$ cat config.mk
export PLATFORM = sky130hd
export DESIGN_NAME = dynamic_clock_divider_mc_flat
export DESIGN_NICKNAME = d
export VERILOG_FILES = /design/src/rtl/dynamic_clock_divider_mc_if.sv /design/src/rtl/dynamic_clock_divider_mc.sv /design/src/flat_wrapper.sv
export SDC_FILE = /design/constraint.sdc
export NUM_CORES = 1
export LEC_CHECK = 0
export BUFFER_PORTS_ARGS = -buffer_cell sky130_fd_sc_hd__buf_2
export CAP_MARGIN = 25
export CORE_UTILIZATION = 34
export DETAILED_ROUTE_END_ITERATION = 7
export PLACE_DENSITY_LB_ADDON = 0.25
export SKIP_LAST_GASP = 1
export SYNTH_ARGS = -nofsm -noshare
export SYNTH_HDL_FRONTEND = slang
export SYNTH_SLANG_ARGS = --single-unit
$ cat constraint.sdc
create_clock -name i_CLK -period 2.1 [get_ports i_CLK]
set_input_delay 0.21 -clock i_CLK [delete_from_list [all_inputs] [get_ports i_CLK]]
set_output_delay 0.21 -clock i_CLK [all_outputs]
set_load 0.02 [all_outputs]
$ cat src/rtl/dynamic_clock_divider_mc_if.sv
// Control and status bundle for the multi-channel clock divider.
// Channel n owns bit n of every vector and slice n of i_DIV_VALUE.
interface dynamic_clock_divider_mc_if #(
  parameter int WIDTH    = 32,
  parameter int CHANNELS = 4
);
  logic [CHANNELS-1:0]       i_ENABLE;
  logic [CHANNELS-1:0]       i_MODE;
  logic [CHANNELS*WIDTH-1:0] i_DIV_VALUE;
  logic [CHANNELS-1:0]       i_LOAD;
  logic [CHANNELS-1:0]       o_ENABLE_OUT;
  logic [CHANNELS-1:0]       o_SQUARE_OUT;
  logic [CHANNELS-1:0]       o_LOAD_ACK;

  modport master (
    output i_ENABLE, i_MODE, i_DIV_VALUE, i_LOAD,
    input  o_ENABLE_OUT, o_SQUARE_OUT, o_LOAD_ACK
  );

  modport slave (
    input  i_ENABLE, i_MODE, i_DIV_VALUE, i_LOAD,
    output o_ENABLE_OUT, o_SQUARE_OUT, o_LOAD_ACK
  );
endinterface

$ cat src/rtl/dynamic_clock_divider_mc.sv
// Multi-channel clock-enable generator. Each channel counts 0..r_div and
// emits a one-cycle strobe plus a square wave toggling once per period.
// A new divider is staged in r_pend and only swapped into r_div at a
// period boundary (or while the channel is idle), so no period is ever
// truncated or stretched.
module dynamic_clock_divider_mc #(
  parameter int WIDTH     = 32,
  parameter int CHANNELS  = 4,
  parameter int RESET_DIV = 1
) (
  input  logic i_CLK,
  input  logic i_RESET_N,
  dynamic_clock_divider_mc_if.slave bus
);

  localparam logic [WIDTH-1:0] RST_DIV = WIDTH'(RESET_DIV);

  for (genvar n = 0; n < CHANNELS; n++) begin : g_ch
    logic [WIDTH-1:0] r_count;
    logic [WIDTH-1:0] r_div;
    logic [WIDTH-1:0] r_pend;
    logic             r_pend_v;
    logic             r_strobe;
    logic             r_square;
    logic             r_ack;
    logic [WIDTH-1:0] w_slice;
    logic             w_wrap;
    logic             w_apply;

    assign w_slice = bus.i_DIV_VALUE[n*WIDTH +: WIDTH];
    // Period boundary is judged against the active divider only.
    assign w_wrap  = bus.i_ENABLE[n] && (r_count == r_div);
    // An idle channel has no period in flight, so it may take the value at once.
    assign w_apply = r_pend_v && (w_wrap || !bus.i_ENABLE[n]);

    // Counter, outputs and double-buffered divider for one channel.
    always_ff @(posedge i_CLK or negedge i_RESET_N) begin
      if (!i_RESET_N) begin
        r_count  <= '0;
        r_div    <= RST_DIV;
        r_pend   <= '0;
        r_pend_v <= 1'b0;
        r_strobe <= 1'b0;
        r_square <= 1'b0;
        r_ack    <= 1'b0;
      end else begin
        if (!bus.i_ENABLE[n] || w_wrap) begin
          r_count <= '0;
        end else begin
          r_count <= r_count + WIDTH'(1);
        end

        r_strobe <= w_wrap;

        if (!bus.i_ENABLE[n] || !bus.i_MODE[n]) begin
          r_square <= 1'b0;
        end else if (w_wrap) begin
          r_square <= ~r_square;
        end

        if (w_apply) begin
          r_div <= r_pend;
          r_ack <= 1'b1;
        end else begin
          r_ack <= 1'b0;
        end

        // A load in the same cycle as an apply becomes the next pending value.
        if (bus.i_LOAD[n]) begin
          r_pend   <= w_slice;
          r_pend_v <= 1'b1;
        end else if (w_apply) begin
          r_pend_v <= 1'b0;
        end
      end
    end

    assign bus.o_ENABLE_OUT[n] = r_strobe;
    assign bus.o_SQUARE_OUT[n] = r_square;
    assign bus.o_LOAD_ACK[n]   = r_ack;
  end

endmodule

$ cat src/flat_wrapper.sv
// flat-port wrapper written by rule: the top's interface ports become plain ports
module dynamic_clock_divider_mc_flat 
#(
  parameter int WIDTH     = 32,
  parameter int CHANNELS  = 4,
  parameter int RESET_DIV = 1
)
  (i_CLK, i_RESET_N, bus_i_ENABLE, bus_i_MODE, bus_i_DIV_VALUE, bus_i_LOAD, bus_o_ENABLE_OUT, bus_o_SQUARE_OUT, bus_o_LOAD_ACK);
  dynamic_clock_divider_mc_if #(.WIDTH(WIDTH), .CHANNELS(CHANNELS)) bus_i ();
  input  logic i_CLK;
  input  logic i_RESET_N;
  input wire logic [$bits(bus_i.i_ENABLE)-1:0] bus_i_ENABLE;
  input wire logic [$bits(bus_i.i_MODE)-1:0] bus_i_MODE;
  input wire logic [$bits(bus_i.i_DIV_VALUE)-1:0] bus_i_DIV_VALUE;
  input wire logic [$bits(bus_i.i_LOAD)-1:0] bus_i_LOAD;
  output wire logic [$bits(bus_i.o_ENABLE_OUT)-1:0] bus_o_ENABLE_OUT;
  output wire logic [$bits(bus_i.o_SQUARE_OUT)-1:0] bus_o_SQUARE_OUT;
  output wire logic [$bits(bus_i.o_LOAD_ACK)-1:0] bus_o_LOAD_ACK;
  assign bus_i.i_ENABLE = bus_i_ENABLE;
  assign bus_i.i_MODE = bus_i_MODE;
  assign bus_i.i_DIV_VALUE = bus_i_DIV_VALUE;
  assign bus_i.i_LOAD = bus_i_LOAD;
  assign bus_o_ENABLE_OUT = bus_i.o_ENABLE_OUT;
  assign bus_o_SQUARE_OUT = bus_i.o_SQUARE_OUT;
  assign bus_o_LOAD_ACK = bus_i.o_LOAD_ACK;
  dynamic_clock_divider_mc #(.WIDTH(WIDTH), .CHANNELS(CHANNELS), .RESET_DIV(RESET_DIV)) u_core (.i_CLK(i_CLK), .i_RESET_N(i_RESET_N), .bus(bus_i));
endmodule
==> impl_summary.txt <==
----------------------------------------------------
[Run status]
  Run status ... finished, violations left
  Failing checks ... design-rule violations

[Logic synthesis]
  Net count after synthesis ... 2009
  Share of the synthesized area in the top cell type ... 48.5%
  Synth top cells by count ... 396 x sky130_fd_sc_hd__dfrtp_1, 201 x sky130_fd_sc_hd__xor2_1, 163 x sky130_fd_sc_hd__nand2_1, 140 x sky130_fd_sc_hd__nor2_1, 136 x sky130_fd_sc_hd__o211ai_1
  Async set-or-reset flop fraction in the synthesized netlist ... 100%
  Summed instance area of the synthesized netlist ... 20400 um2
  Total of warnings raised by yosys ... 0
  Number of synthesized register bits ... 400
  Largest cells by area after synthesis ... sky130_fd_sc_hd__dfrtp_1 48%, sky130_fd_sc_hd__xor2_1 8.6%, sky130_fd_sc_hd__o211ai_2 7.3%
  Main flop type after synthesis ... sky130_fd_sc_hd__dfrtp_1
  Number of instances in the synthesized netlist ... 1863
  Register area share after synthesis ... 49.0%
  Number of library cell types mapped by synthesis ... 36
  Mean instance size in the synthesized netlist ... 11.0 um2
  Most frequent cell after synthesis ... sky130_fd_sc_hd__dfrtp_1
  Area leader, netlist ... sky130_fd_sc_hd__dfrtp_1
  Number of enable flip-flop cells after synthesis ... 0

[Flow run]
  Max-Cap Viols ... 0

[Power]
  PwrDens ... 781 nW/um2
  Design Power ... 0.0203 W
  Maximum resistive drop on vdd ... 605 uV
  Leak Pwr ... 11.5 nW

[Worst setup path]
  Worst EP required ... 2.59 ns
  Type of destination of the critical path ... flip-flop
  Critical path start-end classification ... flip-flop to flip-flop
  Worst endpoint data arrival time ... 2.55 ns
  Highest fanout seen on the critical path ... 19
  Critical path startpoint category ... flip-flop

[Min path]
  Kind of path behind the tightest hold check ... input port to flip-flop

[Floorplanning]
  Floorplan die height ... 247 um
  Die Width ... 247 um
  Starting Density ... 34.5%
  Core box area ... 59200 um2
  Die area ... 61100 um2
  Number of standard-cell rows in the floorplan ... 89
  Top-Level Pins ... 154

[Clocking]
  # clock sinks ... 400
  Clock latency reported for the late side of the worst-skew pair ... 0.56 ns
  Clock Tree Root ... sky130_fd_sc_hd__clkbuf_16
  Maximum clock insertion buffer count ... 3
  CTS Buf Count ... 48
  Maximum level of the CTS H-tree ... 2
  Clock slew at reported path FFs ... 0.06 ns
  TritonCTS clock tree ... done

[Cells and area]
  Final net count ... 2353
  Share of final-layout standard cells stronger than drive strength 1 ... 29.7%
  Non-filler instance count after layout ... 3012
  Number of antenna diodes ... 0
  Final core occ ... 43.8%
  Fill count ... 5539
  Syn-to-layout area delta ... 26.9%

[Place]
  Final RePlAce weighted congestion ... 0.797
  Post-placement cell count ... 2784
  PortBufs ... 153
  Final HPWL DP ... 33.4 mm

[Timing]
  Post-route setup TNS ... 0 ns
  Slew Limit Fails ... 0
  Number of failing hold endpoints at the final stage ... 0
  Setup repair after global routing missed its margin ... true
  Largest clock skew in the final design ... 0.00950 ns
  Worst-Margin Slew ... 0.720 ns
  Final Cycle Share ... 97.9%
  Upper clock frequency limit ... 486 MHz
  Final count of negative-setup-slack endpoints ... 0
  Tightest slew margin relative to the limit ... 52.0%
  Minimum clock period ... 2.06 ns

[Global routing]
  Leftover overflow at the end of global routing ... 0
  Antenna violations before repair ... 0
  First-pass GRT wire length ... 82.6 mm
  Pin count of the biggest net entering global routing ... 67
  Total global routing track utilization ... 16.6%
  Vias in the first global route ... 15500

[Drt]
  Via count normalized by instance count ... 4.99
  Total wirelength of the detailed-routed design ... 50.3 mm
  WL per Instance ... 16.7 um
  Via count ... 15000
  Drc violations ... 9
  Drt initial violations ... 905
  Length of the first detailed-routing pass in iterations ... 8
  Routed Antenna Nets ... 0

----------------------------------------------------
state kept, by name (all words and copies together), names as in the netlist:
register,flops
u_core.g_ch.r_count,128
u_core.g_ch.r_div,128
u_core.g_ch.r_pend,128
u_core.g_ch.r_ack,4
u_core.g_ch.r_pend_v,4
u_core.g_ch.r_square,4
u_core.g_ch.r_strobe,4
per-stage QoR:
stage / cell area, um2 / worst slack (ns) / hold WS (ns)
CTS: 25700 / 0.0232 / 0.0361
detailed placement: 22700 / -0.110 / 0.189
floorplan: 20400 / 0.207 / -0.0856
finish: 26000 / 0.0433 / 0.0852
global placement: 22700 / -0.132 / 0.184
global route: 26000 / -0.0311 / 0.0955
timing repair:
item                                    CTS  global route
pin swaps                                 0            16
hold buffers                            133             0
cloned                                    0             4
setup buffers                             0             9
endpoints found under the setup margin  126           177
hold endpoints to repair                186             0
gates resized for setup                   5            26
where the power goes:
part,internal (W),leakage (nW),switching (W)
Sequential,0.00845,4.99,0.000700
Clock,0.00508,0.773,0.00327
Combinational,0.00141,5.76,0.00136
Total,0.0149,11.5,0.00533
area by class of cell:
class,count,area (um2),area share (%)
Tap cell,773,967,3.73
Multi-Input combinational cell,1310,9820,37.8
Clock inverter,15,183,0.704
Timing Repair Buffer,434,3530,13.6
Inverter,13,48.8,0.188
Sequential cell,400,10000,38.6
Clock buffer,67,1390,5.37
kinds of logic after synthesis:
logic type      synth area share [%]
simple gates                    16.5
flops                           49.0
compound gates                  13.2
xor+xnor                        10.4
buf+inv                         3.66
mux                             7.05
fa+ha+maj                      0.245
path summary, 6_finish.rpt:
check / slack [ns] / endpoint / cells after the start / startpoint
max: 0.04 / u_core.g_ch[2].r_square / 6 / u_core.g_ch[2].r_count[19]
min reg2reg: 0.50 / u_core.g_ch[3].r_count[0] / 1 / u_core.g_ch[3].r_count[0]
max in group asynchronous: 1.08 / u_core.g_ch[1].r_div[0] / 3 / i_RESET_N
max reg2reg: 0.04 / u_core.g_ch[2].r_square / 6 / u_core.g_ch[2].r_count[19]
min in group asynchronous: 0.16 / u_core.g_ch[3].r_pend[29] / 2 / i_RESET_N
min: 0.09 / u_core.g_ch[3].r_div[31] / 3 / bus_i_ENABLE[3]
metal layers:
| layer | GRT usage [%] | share of wire [%] |
|---|---|---|
| met1 | 23.3 | 48 |
| met2 | 26.8 | 47 |
| met3 | 2.15 | 3.3 |
| met4 | 4.40 | 2.1 |
| met5 | 0 | 0 |
critical path: stages (launching register included):
cell and delay [ns]:
sky130_fd_sc_hd__dfrtp_1 0.41, sky130_fd_sc_hd__xor2_1 0.18, sky130_fd_sc_hd__nor4_2 0.44, sky130_fd_sc_hd__nand4_2 0.24
sky130_fd_sc_hd__buf_6 0.23, sky130_fd_sc_hd__or3_1 0.35, sky130_fd_sc_hd__a21oi_1 0.14
placed cells by master, fill, tap and decap left out, types with 15 or more instances in the layout:
cell type                         n
sky130_fd_sc_hd__dfrtp_1        393
sky130_fd_sc_hd__xor2_1         201
sky130_fd_sc_hd__nand2_1        163
sky130_fd_sc_hd__buf_2          152
sky130_fd_sc_hd__nor2_1         140
sky130_fd_sc_hd__o211ai_1       136
sky130_fd_sc_hd__dlygate4sd3_1  133
sky130_fd_sc_hd__mux2_2         128
sky130_fd_sc_hd__nand2b_1       128
sky130_fd_sc_hd__o211ai_2       120
sky130_fd_sc_hd__buf_4          119
sky130_fd_sc_hd__clkbuf_16       52
sky130_fd_sc_hd__nand3_1         48
sky130_fd_sc_hd__xnor2_1         42
sky130_fd_sc_hd__nand4_1         40
sky130_fd_sc_hd__nor4_1          22
sky130_fd_sc_hd__and3_1          22
sky130_fd_sc_hd__and4_1          19
sky130_fd_sc_hd__nor4_2          18
sky130_fd_sc_hd__buf_12          18
sky130_fd_sc_hd__and2_1          15
(Power assumes the default switching activity.)
